--- src/rtl/stim_seq_pkg.sv ---
// -----------------------------------------------------------------------------
// stim_seq_pkg
// Shared types, default constants and pure helper functions for the stimulus
// sequencer: the FSM state encoding, the default LFSR/MISR polynomials and
// MISR seed, and single-step LFSR / MISR update functions.
// No ports (package).
// -----------------------------------------------------------------------------
package stim_seq_pkg;

    typedef enum logic [2:0] {
        ST_IDLE    = 3'd0,
        ST_LOAD    = 3'd1,
        ST_SETTLE  = 3'd2,
        ST_CAPTURE = 3'd3,
        ST_DONE    = 3'd4
    } state_t;

    localparam logic [31:0] LFSR_POLY_DEF = 32'h80200003;
    localparam logic [31:0] MISR_POLY_DEF = 32'h04C11DB7;
    localparam logic [31:0] MISR_INIT_DEF = 32'hFFFFFFFF;

    // Right-shifting Galois LFSR: the bit shifted out decides whether the
    // feedback mask is applied.
    function automatic logic [31:0] lfsr_step(input logic [31:0] l,
                                              input logic [31:0] poly);
        logic [31:0] nxt;
        nxt = l >> 1;
        if (l[0]) begin
            nxt = nxt ^ poly;
        end else begin
            nxt = nxt;
        end
        return nxt;
    endfunction

    // Left-shifting MISR with the folded response XORed into the shifted value.
    function automatic logic [31:0] misr_step(input logic [31:0] sig,
                                              input logic [31:0] fold,
                                              input logic [31:0] poly);
        logic [31:0] nxt;
        nxt = {sig[30:0], 1'b0};
        if (sig[31]) begin
            nxt = nxt ^ poly;
        end else begin
            nxt = nxt;
        end
        return nxt ^ fold;
    endfunction

endpackage

--- src/rtl/stim_misr32.sv ---
// -----------------------------------------------------------------------------
// stim_misr32
// 32-bit multiple-input signature register. Reloads INIT on reset or init,
// otherwise absorbs one folded response word per enabled cycle.
// Ports:
//   clk   in   clock, rising edge
//   rst   in   asynchronous active-high reset (signature -> INIT)
//   init  in   synchronous reload of INIT (has priority over en)
//   en    in   absorb fold this cycle
//   fold  in   32-bit folded response word
//   sig   out  current signature (registered)
// -----------------------------------------------------------------------------
module stim_misr32
    import stim_seq_pkg::*;
#(
    parameter logic [31:0] POLY = MISR_POLY_DEF,
    parameter logic [31:0] INIT = MISR_INIT_DEF
) (
    input  logic        clk,
    input  logic        rst,
    input  logic        init,
    input  logic        en,
    input  logic [31:0] fold,
    output logic [31:0] sig
);

    logic [31:0] sig_r;

    // Signature register: reload on init, compact on enable, else hold.
    always_ff @(posedge clk or posedge rst) begin
        if (rst) begin
            sig_r <= INIT;
        end else if (init) begin
            sig_r <= INIT;
        end else if (en) begin
            sig_r <= misr_step(sig_r, fold, POLY);
        end else begin
            sig_r <= sig_r;
        end
    end

    assign sig = sig_r;

endmodule

--- src/rtl/stim_sequencer.sv ---
// -----------------------------------------------------------------------------
// stim_sequencer
// Drives pseudo-random 96-bit vectors (three 32-bit LFSR steps per vector)
// into a combinational datapath, waits SETTLE_CYCLES, then compacts the
// 96-bit response into a 32-bit MISR signature. A start/busy/done handshake
// frames each run of num_vec_i vectors.
//
// Optional feature macro: STIM_SIG_CHECK_EN
//   When defined, adds expected_sig_i (captured on start) and pass_o, which
//   reports final signature == expected after DONE and is cleared by start.
//
// Ports:
//   clkin_data      in   clock, rising edge
//   rst             in   asynchronous active-high reset
//   start_i         in   begin a run (sampled only in IDLE)
//   seed_i   [31:0] in   LFSR seed (0 is replaced by 1)
//   num_vec_i[15:0] in   vectors per run
//   in_data_o[95:0] out  vector to datapath
//   out_data_i[95:0]in   datapath response
//   busy_o          out  run in progress (through the DONE cycle)
//   done_o          out  one-cycle completion pulse
//   vec_cnt_o[15:0] out  vectors captured in current/last run
//   sig_o    [31:0] out  current/final signature
//   expected_sig_i  in   (STIM_SIG_CHECK_EN) expected final signature
//   pass_o          out  (STIM_SIG_CHECK_EN) signature check result
// -----------------------------------------------------------------------------
module stim_sequencer
    import stim_seq_pkg::*;
#(
    parameter int          SETTLE_CYCLES = 2,
    parameter logic [31:0] LFSR_POLY     = LFSR_POLY_DEF,
    parameter logic [31:0] MISR_POLY     = MISR_POLY_DEF,
    parameter logic [31:0] MISR_INIT     = MISR_INIT_DEF
) (
    input  logic        clkin_data,
    input  logic        rst,
    input  logic        start_i,
    input  logic [31:0] seed_i,
    input  logic [15:0] num_vec_i,
    output logic [95:0] in_data_o,
    input  logic [95:0] out_data_i,
    output logic        busy_o,
    output logic        done_o,
    output logic [15:0] vec_cnt_o,
    output logic [31:0] sig_o
`ifdef STIM_SIG_CHECK_EN
    ,
    input  logic [31:0] expected_sig_i,
    output logic        pass_o
`endif
);

    localparam logic [3:0] SETTLE_LAST = 4'(SETTLE_CYCLES - 1);

    state_t      state_r,   state_nxt_s;
    logic [1:0]  lane_r,    lane_nxt_s;
    logic [3:0]  settle_r,  settle_nxt_s;
    logic [31:0] lfsr_r,    lfsr_nxt_s;
    logic [95:0] in_data_r, in_data_nxt_s;
    logic [15:0] vec_cnt_r, vec_cnt_nxt_s;
    logic [15:0] num_vec_r, num_vec_nxt_s;
    logic        busy_r,    busy_nxt_s;
    logic        done_r,    done_nxt_s;
    logic        misr_init_s;
    logic        misr_en_s;
    logic [31:0] lfsr_step_s;
    logic [31:0] fold_s;
    logic [31:0] sig_s;

    assign lfsr_step_s = lfsr_step(lfsr_r, LFSR_POLY);
    assign fold_s      = out_data_i[31:0] ^ out_data_i[63:32] ^ out_data_i[95:64];

    // State register.
    always_ff @(posedge clkin_data or posedge rst) begin
        if (rst) begin
            state_r <= ST_IDLE;
        end else begin
            state_r <= state_nxt_s;
        end
    end

    // Next-state logic and next values of all datapath registers.
    always_comb begin
        state_nxt_s   = state_r;
        lane_nxt_s    = lane_r;
        settle_nxt_s  = settle_r;
        lfsr_nxt_s    = lfsr_r;
        in_data_nxt_s = in_data_r;
        vec_cnt_nxt_s = vec_cnt_r;
        num_vec_nxt_s = num_vec_r;
        misr_init_s   = 1'b0;
        misr_en_s     = 1'b0;
        case (state_r)
            ST_IDLE: begin
                if (start_i) begin
                    num_vec_nxt_s = num_vec_i;
                    // An all-zero seed would lock the LFSR at zero.
                    lfsr_nxt_s    = (seed_i == 32'd0) ? 32'd1 : seed_i;
                    misr_init_s   = 1'b1;
                    vec_cnt_nxt_s = 16'd0;
                    lane_nxt_s    = 2'd0;
                    if (num_vec_i == 16'd0) begin
                        state_nxt_s = ST_DONE;
                    end else begin
                        state_nxt_s = ST_LOAD;
                    end
                end else begin
                    state_nxt_s = ST_IDLE;
                end
            end
            ST_LOAD: begin
                lfsr_nxt_s = lfsr_step_s;
                case (lane_r)
                    2'd0:    in_data_nxt_s[31:0]  = lfsr_step_s;
                    2'd1:    in_data_nxt_s[63:32] = lfsr_step_s;
                    2'd2:    in_data_nxt_s[95:64] = lfsr_step_s;
                    default: in_data_nxt_s        = in_data_r;
                endcase
                if (lane_r == 2'd2) begin
                    lane_nxt_s   = 2'd0;
                    settle_nxt_s = 4'd0;
                    state_nxt_s  = ST_SETTLE;
                end else begin
                    lane_nxt_s   = lane_r + 2'd1;
                end
            end
            ST_SETTLE: begin
                if (settle_r == SETTLE_LAST) begin
                    state_nxt_s  = ST_CAPTURE;
                end else begin
                    settle_nxt_s = settle_r + 4'd1;
                end
            end
            ST_CAPTURE: begin
                misr_en_s     = 1'b1;
                vec_cnt_nxt_s = vec_cnt_r + 16'd1;
                // num_vec_r is non-zero here, so the incremented count
                // reaches it before it could wrap.
                if ((vec_cnt_r + 16'd1) == num_vec_r) begin
                    state_nxt_s = ST_DONE;
                end else begin
                    lane_nxt_s  = 2'd0;
                    state_nxt_s = ST_LOAD;
                end
            end
            ST_DONE: begin
                state_nxt_s = ST_IDLE;
            end
            default: begin
                state_nxt_s = ST_IDLE;
            end
        endcase
        // busy/done are registered alongside the state they describe.
        busy_nxt_s = (state_nxt_s != ST_IDLE);
        done_nxt_s = (state_nxt_s == ST_DONE);
    end

    // Datapath and handshake registers.
    always_ff @(posedge clkin_data or posedge rst) begin
        if (rst) begin
            lane_r    <= 2'd0;
            settle_r  <= 4'd0;
            lfsr_r    <= 32'd1;
            in_data_r <= 96'd0;
            vec_cnt_r <= 16'd0;
            num_vec_r <= 16'd0;
            busy_r    <= 1'b0;
            done_r    <= 1'b0;
        end else begin
            lane_r    <= lane_nxt_s;
            settle_r  <= settle_nxt_s;
            lfsr_r    <= lfsr_nxt_s;
            in_data_r <= in_data_nxt_s;
            vec_cnt_r <= vec_cnt_nxt_s;
            num_vec_r <= num_vec_nxt_s;
            busy_r    <= busy_nxt_s;
            done_r    <= done_nxt_s;
        end
    end

    stim_misr32 #(
        .POLY (MISR_POLY),
        .INIT (MISR_INIT)
    ) u_misr (
        .clk  (clkin_data),
        .rst  (rst),
        .init (misr_init_s),
        .en   (misr_en_s),
        .fold (fold_s),
        .sig  (sig_s)
    );

    assign in_data_o = in_data_r;
    assign busy_o    = busy_r;
    assign done_o    = done_r;
    assign vec_cnt_o = vec_cnt_r;
    assign sig_o     = sig_s;

`ifdef STIM_SIG_CHECK_EN
    logic [31:0] exp_sig_r;
    logic        pass_r;

    // Expected-signature capture and pass flag; sig_s is final during DONE.
    always_ff @(posedge clkin_data or posedge rst) begin
        if (rst) begin
            exp_sig_r <= 32'd0;
            pass_r    <= 1'b0;
        end else if ((state_r == ST_IDLE) && start_i) begin
            exp_sig_r <= expected_sig_i;
            pass_r    <= 1'b0;
        end else if (state_r == ST_DONE) begin
            exp_sig_r <= exp_sig_r;
            pass_r    <= (sig_s == exp_sig_r);
        end else begin
            exp_sig_r <= exp_sig_r;
            pass_r    <= pass_r;
        end
    end

    assign pass_o = pass_r;
`endif

endmodule
--- config.mk ---
export PLATFORM = sky130hd
export DESIGN_NAME = stim_sequencer
export DESIGN_NICKNAME = d
export VERILOG_FILES = /design/src/rtl/stim_seq_pkg.sv /design/src/rtl/stim_misr32.sv /design/src/rtl/stim_sequencer.sv
export SDC_FILE = /design/constraint.sdc
export NUM_CORES = 1
export LEC_CHECK = 0
export CAP_MARGIN = 20
export CELL_PAD_IN_SITES_DETAIL_PLACEMENT = 1
export CELL_PAD_IN_SITES_GLOBAL_PLACEMENT = 1
export CORE_AREA = 2 2 142 199
export DETAILED_ROUTE_END_ITERATION = 7
export DIE_AREA = 0 0 144 201
export HOLD_SLACK_MARGIN = 0.15
export PLACE_DENSITY = 0.9
export SLEW_MARGIN = 20
export SYNTH_ARGS = -nofsm -noshare
export SYNTH_HDL_FRONTEND = slang
export SYNTH_SLANG_ARGS = --single-unit
export TNS_END_PERCENT = 100
--- constraint.sdc ---
create_clock -name clkin_data -period 7.6 [get_ports clkin_data]
set_input_delay 1.52 -clock clkin_data [delete_from_list [all_inputs] [get_ports clkin_data]]
set_output_delay 1.52 -clock clkin_data [all_outputs]
set_load 0.05 [all_outputs]
==> results of run 1 <==
==> placed cells by master, fill, tap and decap left out, drive strengths merged, types with 22 or more instances in the layout <==
cell / count
clkdlybuf4s50: 292
dfrtp: 170
nand2: 141
xnor2: 112
mux2: 88
nor2: 44
a21oi: 34
dfstp: 33
o21ai: 33
clkbuf: 31
a22oi: 28
xor2: 22
==> cells in the mapped netlist (4+ instances only) <==
master    number
dfrtp_1      170
buf_6          7
o211ai_1      14
a221o_1        4
nand2b_1       5
nor2_1        44
dfstp_2       33
xnor2_1      112
nor4_1        13
a21oi_1       34
nand4_1        8
clkbuf_1      30
mux2_2        85
nor3_1         4
o31ai_1        4
buf_2          9
nand2_1      141
xor2_1        22
o21ai_0       31
nand3_1        9
o22ai_1        4
a22oi_1       28
a31oi_1        5
==> worst max-delay path by stage <==
stage / startpoint / to / slack [ns]
after floorplan: rst / busy_o / 0.60
after global placement: rst / done_o / 3.88
after detailed placement: rst / vec_cnt_o[5] / 3.83
after CTS: u_misr.sig[31] / sig_o[31] / 3.81
after global routing: u_misr.sig[31] / sig_o[31] / 3.77
final: u_misr.sig[31] / sig_o[31] / 3.85
==> area by class of cell <==
type,instances,area [µm²],area share [%]
Sequential cell,203,5120,37.6
Multi-Input combinational cell,611,4290,31.5
Timing Repair Buffer,301,2990,22.0
Clock buffer,31,636,4.67
Tap cell,370,463,3.40
Clock inverter,9,100,0.735
Inverter,2,15.0,0.110
==> cells by family (layout without fill, tap and decap cells) <==
logic type / after synthesis / count (layout)
adder cells (fa/ha/maj): 3 / 3
AND/OR/NAND/NOR: 250 / 250
flip-flops: 203 / 203
buffers and inverters: 51 / 343
multiplexers: 91 / 91
AO/OA/AOI/OAI: 132 / 132
XOR/XNOR: 135 / 135
==> layer usage <==
layer	vias up	wire, µm	share of wire [%]	global-route usage (%)
li1	3526	-	-	-
met1	3883	10900	36	22.8
met2	216	16800	55	40.1
met3	55	1820	6.0	4.20
met4	0	873	2.9	6.51
met5	-	0	0	0
==> sequential cells by signal, indices dropped and copies added (netlist names) <==
| register | flops |
|---|---|
| lane_r | 2 |
| busy_o | 1 |
| vec_cnt_o | 16 |
| done_o | 1 |
| u_misr.sig | 32 |
| num_vec_r | 16 |
| lfsr_r | 32 |
| settle_r | 4 |
| in_data_o | 96 |
| state_r | 3 |
==> power breakdown <==
| group | total, mW | switching, mW | internal [mW] |
|---|---|---|---|
| combinational | 3.54 | 2.19 | 1.35 |
| sequential | 2.03 | 0.423 | 1.61 |
| clock | 1.10 | 0.445 | 0.652 |
| total | 6.67 | 3.06 | 3.61 |
==> worst register-to-register path: stages (launching register included) <==
cell	delay, ns
dfrtp_1	0.48
nor2b_1	0.35
nand2b_1	0.36
nor3_4	0.70
buf_4	0.46
mux2_2	0.41
==> metrics.txt, run 1 <==
Worst Hold End=in_data_o[18]; mapped cell area=a little under 0.01 mm²; Worst Reg-to-Reg Cells=5; clock sink total=between 200 and 250; Post-Synthesis Cells=865; Ant. Diodes=0; DRT Wirelength=30400 µm; Final Core Density=about half; R2R Setup Slk=approximately 4.7 ns; IO buf count=between 200 and 300; Synth area leaders=dfrtp_1 44%, xnor2_1 10%, mux2_2 9.9%; # hold bufs at CTS=0; die area=0.0289 mm²; DPL Wire Length=approximately 22000 µm; Avg Inst Size Synth=11.2 µm²; CTS tree=yes; post-synth top area cell=dfrtp_1; die height=around 200 µm; cell family contributing the most delay on the critical path=buffers and inverters; Yosys top cell area share=between 40 and 50%; XOR/XNOR share of the synthesized area=between 10% and 20%; Startpoint Class=register; drt pass-1 iters=4; RSZ-0062 raised after global routing=false; P per Cell Area=about 490 mW/mm²; Highest Clock Rate=~270 MHz; gp weighted congestion=0.806; vias in the first global route=roughly 8600; status=finished clean; Critical-path top delay cell=clkdlybuf4s50_1; H-tree levels=1; Tot Pwr=6.67 mW; EDFF count, synth=0; Max Slew Vio Count=0; Lkg Pwr=around 5.6 nW; CTS Root Cell=clkbuf_16; multiplexer share of the synthesized area=about a tenth; largest net degree at the start of global routing=between 100 and 150; hold path startpoint=in_data_o[18]; Core Region=approximately 0.027 mm²; Final Setup Violations=0; worst path cell trace=clkdlybuf4s50_1; total gr overflow=0; Final Non-Filler Cells=approximately 1500; placed insts=1487; max incr delay on CP=approximately 0.90 ns; Worst EP required=roughly 6.1 ns; clock latency on the worst-skew pair=around 0.5 ns; Setup CP Type=reg2out; worst setup margin=slightly below 4 ns; WP depth=1; routed vias=approximately 7700; Post-Syn Nets=1015; Peak VDD IR=slightly below 0.0004 V; worst relative slew slack=between 30% and 40%; crit-path max FO=16; Hold WC Path Type=reg2reg; IO Count=around 290; cts repair resizes=0; endpoints failing hold=0; asr flop ratio synth=100%; Buf+Inv Stages, Crit Path=1; Netlist cell types=54; Die X-Extent=144 µm; Final nets=between 1000 and 1500; first-pass GRT wire length=roughly 48000 µm; CP arrival=roughly 2.2 ns; minimum clock period after layout=around 3.8 ns; row count=slightly above 70; post-DR wirelength/cell=19.9 µm; worst reg2reg path endpoint=in_data_o[12]; DRT antenna net count=0; layout cell share with drive strength beyond 1=approximately 16%; Area growth syn-to-layout=41.0%; Max Cap Viol=0; cell area after layout=approximately 0.014 mm²; hold_ws=around 0.49 ns; filler cell count=about 2900; dpl ws=between 3 and 4 ns; Synth Flop Type=dfrtp_1; initial antenna violation count=0; Worst setup EP type=primary output; CTS Buffer Depth=3; final clock skew=about 0.022 ns; post-CTS setup buffers=0; 1st-iter DRT viols=240; register area share after synthesis=between 50 and 60%; adder-cell share of the synthesized area=0.389%; Seq cells post-synth=between 200 and 250; number of cells on the worst hold path=1; drc violations=0; Synthesis Warnings=0; Simple-Gate Fraction of Synth Area=12.1%; worst-margin pin slew=0.993 ns; largest family of logic cells by synthesized area=XOR/XNOR gates; Placed Area=about 0.013 mm²; total CTS buffers=22; GRT Total Usage=between 20% and 30%; Vias/cell=about 5.0; Initial Util=a little over a third; Synth Area in Compound Gates=8.62%; Reg-to-Reg Start=state_r[0]; sum of negative setup slack=0 ns; final worst path period share=about half; Clk pin slew, worst setup/hold paths=approximately 0.060 ns
Note: power is estimated with default switching activity, not from simulation.
==> run 2, diff against run 1 <==
- clock period: 7.6 -> 3.8 ns (I/O delays scaled with it)
==> run 2 against run 1 <==
- clock power up 90%
- core utilization increased by 0.30 points
- register-to-register slack worse by 3.7 ns
- sequential cell count is the same
- count of clock-buffer cells in the layout down 1
- clock skew down 0.0096 ns
- first-iteration DRC count rose by 14%
- via count increased by 1.0%
- setup slack got worse by 3.1 ns
- sequential share of layout area decreased by 0.22 points
- non-clock buffer count is 10 higher
- critical endpoint unchanged
- largest cell class unchanged
==> metrics.txt, run 2 (synthesis results as in run 1) <==
status=finished clean; filler cell count=between 2000 and 3000; Highest Clock Rate=between 300 and 400 MHz; minimum clock period after layout=approximately 3.0 ns; Worst setup EP type=primary output; max incr delay on CP=between 0.9 and 1 ns; Vias/cell=5.06; P per Cell Area=between 900 and 1000 mW/mm²; total gr overflow=0; GRT Total Usage=a little over a fifth; Clk pin slew, worst setup/hold paths=0.06 ns; drt pass-1 iters=5; # hold bufs at CTS=0; sum of negative setup slack=0 ns; IO buf count=roughly 290; Lkg Pwr=~5.7 nW; CP arrival=~2.3 ns; final clock skew=roughly 0.013 ns; initial antenna violation count=0; CTS Root Cell=clkbuf_16; Core Region=0.0273 mm²; IO Count=just under 300; H-tree levels=1; die height=between 200 and 250 µm; Final Non-Filler Cells=1533; commonest non-fill, non-tap cell in the layout=clkdlybuf4s50_1; Max Cap Viol=0; cts repair resizes=0; final worst path period share=roughly four fifths; Max Slew Vio Count=0; vias in the first global route=8810; drc violations=0; Buf+Inv Stages, Crit Path=1; placed insts=1497; routed vias=roughly 7800; worst-margin pin slew=between 0.9 and 1 ns; Initial Util=35.4%; die area=about 0.029 mm²; Startpoint Class=register; most frequent cells in the layout=292 x clkdlybuf4s50_1, 170 x dfrtp_1, 140 x nand2_1, 112 x xnor2_1, 85 x mux2_2; Final nets=~1300; 1st-iter DRT viols=273; RSZ-0062 raised after global routing=false; Peak VDD IR=between 0.0006 and 0.0007 V; Final Setup Violations=0; layout cell share with drive strength beyond 1=approximately 16%; endpoints failing hold=0; CTS tree=yes; R2R Setup Slk=0.99 ns; DRT antenna net count=0; largest net degree at the start of global routing=between 40 and 50; gp weighted congestion=just over 0.8; DPL Wire Length=between 20000 and 25000 µm; Critical-path top delay cell=clkdlybuf4s50_1; worst relative slew slack=between 30 and 40%; Setup CP Type=reg2out; post-CTS setup buffers=0; Area growth syn-to-layout=41.9%; clock latency on the worst-skew pair=0.50 ns; Worst EP required=slightly above 3 ns; crit-path max FO=16; worst path cell trace=clkdlybuf4s50_1; clock sink total=just over 200; CTS Buffer Depth=3; Ant. Diodes=0; first-pass GRT wire length=between 40000 and 50000 µm; max reg flops=between 90 and 100; DRT Wirelength=between 30000 and 40000 µm; cell family contributing the most delay on the critical path=buffers and inverters; total CTS buffers=22; row count=slightly above 70; Hold WC Path Type=reg2reg; post-DR wirelength/cell=a little over 20 µm; Die X-Extent=between 100 and 150 µm
==> run 2: where the power goes <==
group / switching (mW) / internal, mW / leakage [nW]
clock: 0.863 / 1.23 / 0.342
sequential: 0.845 / 3.22 / 2.47
combinational: 4.40 / 2.72 / 2.87
total: 6.11 / 7.17 / 5.68
==> run 2: path summary, 6_finish.rpt <==
kind / startpoint / to / depth (start not counted)
min in group asynchronous: rst / in_data_o[92] / 2
worst max register to register: vec_cnt_o[0] / state_r[0] / 7
worst min-delay path: in_data_o[33] / in_data_o[33] / 2
worst max-delay path: u_misr.sig[31] / sig_o[31] / 1
worst min register to register: in_data_o[33] / in_data_o[33] / 2
max in group asynchronous: rst / u_misr.sig[3] / 4
==> run 2: metrics by stage <==
step                util, %  setup slack, ns  hold slack, ns  power [mW]  cell area, µm²
detailed placement     47.6             1.03           0.475        11.3           13000
floorplan                 -            0.437           0.460        8.77            9660
finish                 50.2            0.776           0.490        13.3           13700
CTS                    50.2            0.735           0.492        13.5           13700
global route           50.2            0.705           0.515        14.0           13700
global placement       47.6             1.14           0.465        11.0           13000
==> run 2: area by class of cell <==
cell class	count	area (µm²)	share of cell area, %
clock buffer	30	632	4.61
clock inverter	6	63.8	0.466
inverter	2	11.3	0.0822
multi-input combinational	611	4290	31.3
sequential	203	5120	37.4
tap	370	463	3.38
timing repair buffer	311	3120	22.7
==> run 2: layer usage <==
layer / global-route usage (%) / vias up / part of all wire [%]
met5: 0 / - / 0
met4: 7.07 / 0 / 2.9
met3: 4.34 / 57 / 5.8
met2: 41.4 / 229 / 56
met1: 22.7 / 3919 / 35
li1: - / 3553 / -
==> run 3, diff against run 2 <==
- clock period: 3.8 -> 2.8 ns (I/O delays scaled with it)
==> run 3 against run 2 <==
- worst hold slack worse by 0.15 ns
- non-clock buffer count increased by 6
- setup slack got worse by 0.62 ns
- sequential power grew 35%
- register-to-register slack worse by 0.83 ns
- critical path depth is 6 higher
- critical endpoint is now state_r[0]
- largest power group unchanged
==> metrics.txt, run 3 (synthesis results as in run 1) <==
DPL Wire Length=between 20000 and 25000 µm; die area=0.0289 mm²; GRT Total Usage=a little over a fifth; worst relative slew slack=61.0%; area taken by flip-flops and latches=0.00512 mm²; Worst EP required=~3.2 ns; drc violations=0; Worst Reg-to-Reg Cells=7; RSZ-0062 raised after global routing=false; minimum clock period after layout=approximately 2.6 ns; crit-path max FO=8; final worst path period share=between 90% and 100%; Hold WC Path Type=in2async; Buf+Inv Stages, Crit Path=0; Area growth syn-to-layout=43.6%; Final Setup Violations=0; Multi-input gate area=about 0.0043 mm²; Lkg Pwr=about 5.7 nW; status=finished clean; Core Region=between 0.02 and 0.03 mm²; max incr delay on CP=between 0.5 and 0.6 ns; CTS tree=yes; Max Cap Viol=0; final clock skew=~0.011 ns; CTS Root Cell=clkbuf_16; Reg-to-Reg Start=vec_cnt_o[1]; max reg flops=96; most frequent cells in the layout=292 x clkdlybuf4s50_1, 170 x dfrtp_1, 140 x nand2_1, 112 x xnor2_1, 85 x mux2_2; drt pass-1 iters=4; Highest Clock Rate=around 380 MHz; CTS Buffer Depth=3; filler cell count=a little under 3000; clock latency on the worst-skew pair=~0.50 ns; endpoints failing hold=0; row count=~70; Clk pin slew, worst setup/hold paths=0.06 ns; IO buf count=roughly 300; Max Slew Vio Count=0; die height=between 200 and 250 µm; hold_ws=approximately 0.34 ns; routed vias=slightly below 8000; 1st-iter DRT viols=between 200 and 300; DRT Wirelength=31500 µm; cell family contributing the most delay on the critical path=compound AO/OA/AOI/OAI gates; Ant. Diodes=0; Worst setup EP type=register; Die X-Extent=around 140 µm; total gr overflow=0; worst path cell trace=ha_1 -> and3_2 -> a31oi_1 -> o211a_1 -> o21ai_0 -> or4_4 -> a221o_1; Setup CP Type=reg2reg; first-pass GRT wire length=49200 µm; worst setup margin=about 0.16 ns; layout cell share with drive strength beyond 1=between 10% and 20%; worst-margin pin slew=approximately 0.6 ns; dpl ws=roughly 0.072 ns; largest net degree at the start of global routing=95; initial antenna violation count=0; total CTS buffers=22; Startpoint Class=register; P per Cell Area=between 1000 and 1500 mW/mm²; Final Core Density=between 50% and 60%; gp weighted congestion=0.801; worst reg2reg path endpoint=state_r[0]; Final nets=1307; CP arrival=just over 3 ns; post-DR wirelength/cell=just over 20 µm; Critical-path top delay cell=or4_4; DRT antenna net count=0; post-CTS setup buffers=0; vias in the first global route=about 8900; R2R Setup Slk=~0.16 ns; clock sink total=203; Initial Util=~35%; Peak VDD IR=between 0.0007 and 0.0008 V; H-tree levels=1; IO Count=around 290; commonest non-fill, non-tap cell in the layout=clkdlybuf4s50_1; Vias/cell=5.05
[run 3: cell count changes in the layout (fill, tap and decap cells not counted), sizes merged]
cell | before | now
buf | 19 | 25
bufinv | 1 | 5
clkinv | 5 | 0
clkbuf | 30 | 29
clkinvlp | 1 | 4
[run 3: worst max path at each step]
stage / start / to / slack (ns) / depth (start not counted)
floorplan: rst / busy_o / -0.36 / 1
global placement: vec_cnt_o[1] / state_r[0] / 0.25 / 7
detailed placement: vec_cnt_o[1] / state_r[0] / 0.07 / 7
CTS: vec_cnt_o[1] / state_r[0] / 0.05 / 7
global route: vec_cnt_o[5] / state_r[0] / 0.02 / 6
finish: vec_cnt_o[1] / state_r[0] / 0.16 / 7
[run 3: routing by layer]
layer  track usage [%]  vias to the layer above  routed length, µm
li1                  -                     3554                  -
met1              23.2                     3923              11400
met2              42.0                      241              17500
met3              3.75                       58               1700
met4              7.46                        0                941
met5                 0                        -                  0
[run 3: area by class of cell]
cell class	instances	share of cell area, %
clock inverters	8	1.25
inverters	2	0.0812
repair buffers	317	22.9
clock buffers	29	4.53
flip-flops and latches	203	37.0
multi-input cells	611	31.0
well taps	370	3.34
[run 3: repair_timing]
| item | 4_1_cts | 5_1_grt |
|---|---|---|
| hold buffers | 0 | 0 |
| resized for setup | 0 | 1 |
| endpoints found under the setup margin | 0 | 1 |
| endpoints found under the hold margin | 0 | 0 |
[run 3: worst reg2reg max path, delay by kind of cell (launching register included)]
kind	cells	cell delay, ns
AND/OR/NAND/NOR	2	0.90
flip-flops	1	0.45
AO/OA/AOI/OAI	4	0.90
adder cells (fa/ha/maj)	1	0.28
[run 3: power by group]
group	internal, mW	switching, mW	leakage, nW
Combinational	3.81	6.13	2.90
Sequential	4.37	1.11	2.47
Clock	2.03	1.20	0.380
[run 3: per-stage QoR]
stage               cell area [µm²]  setup TNS [ns]  cells  total power [mW]
finish                        13900               0   1540              18.7
global route                  13900               0   1540              19.7
CTS                           13900               0   1540              18.9
detailed placement            13100               0   1503              15.5
global placement              13100               0   1503              15.1
floorplan                      9660          -61.77    865              11.9
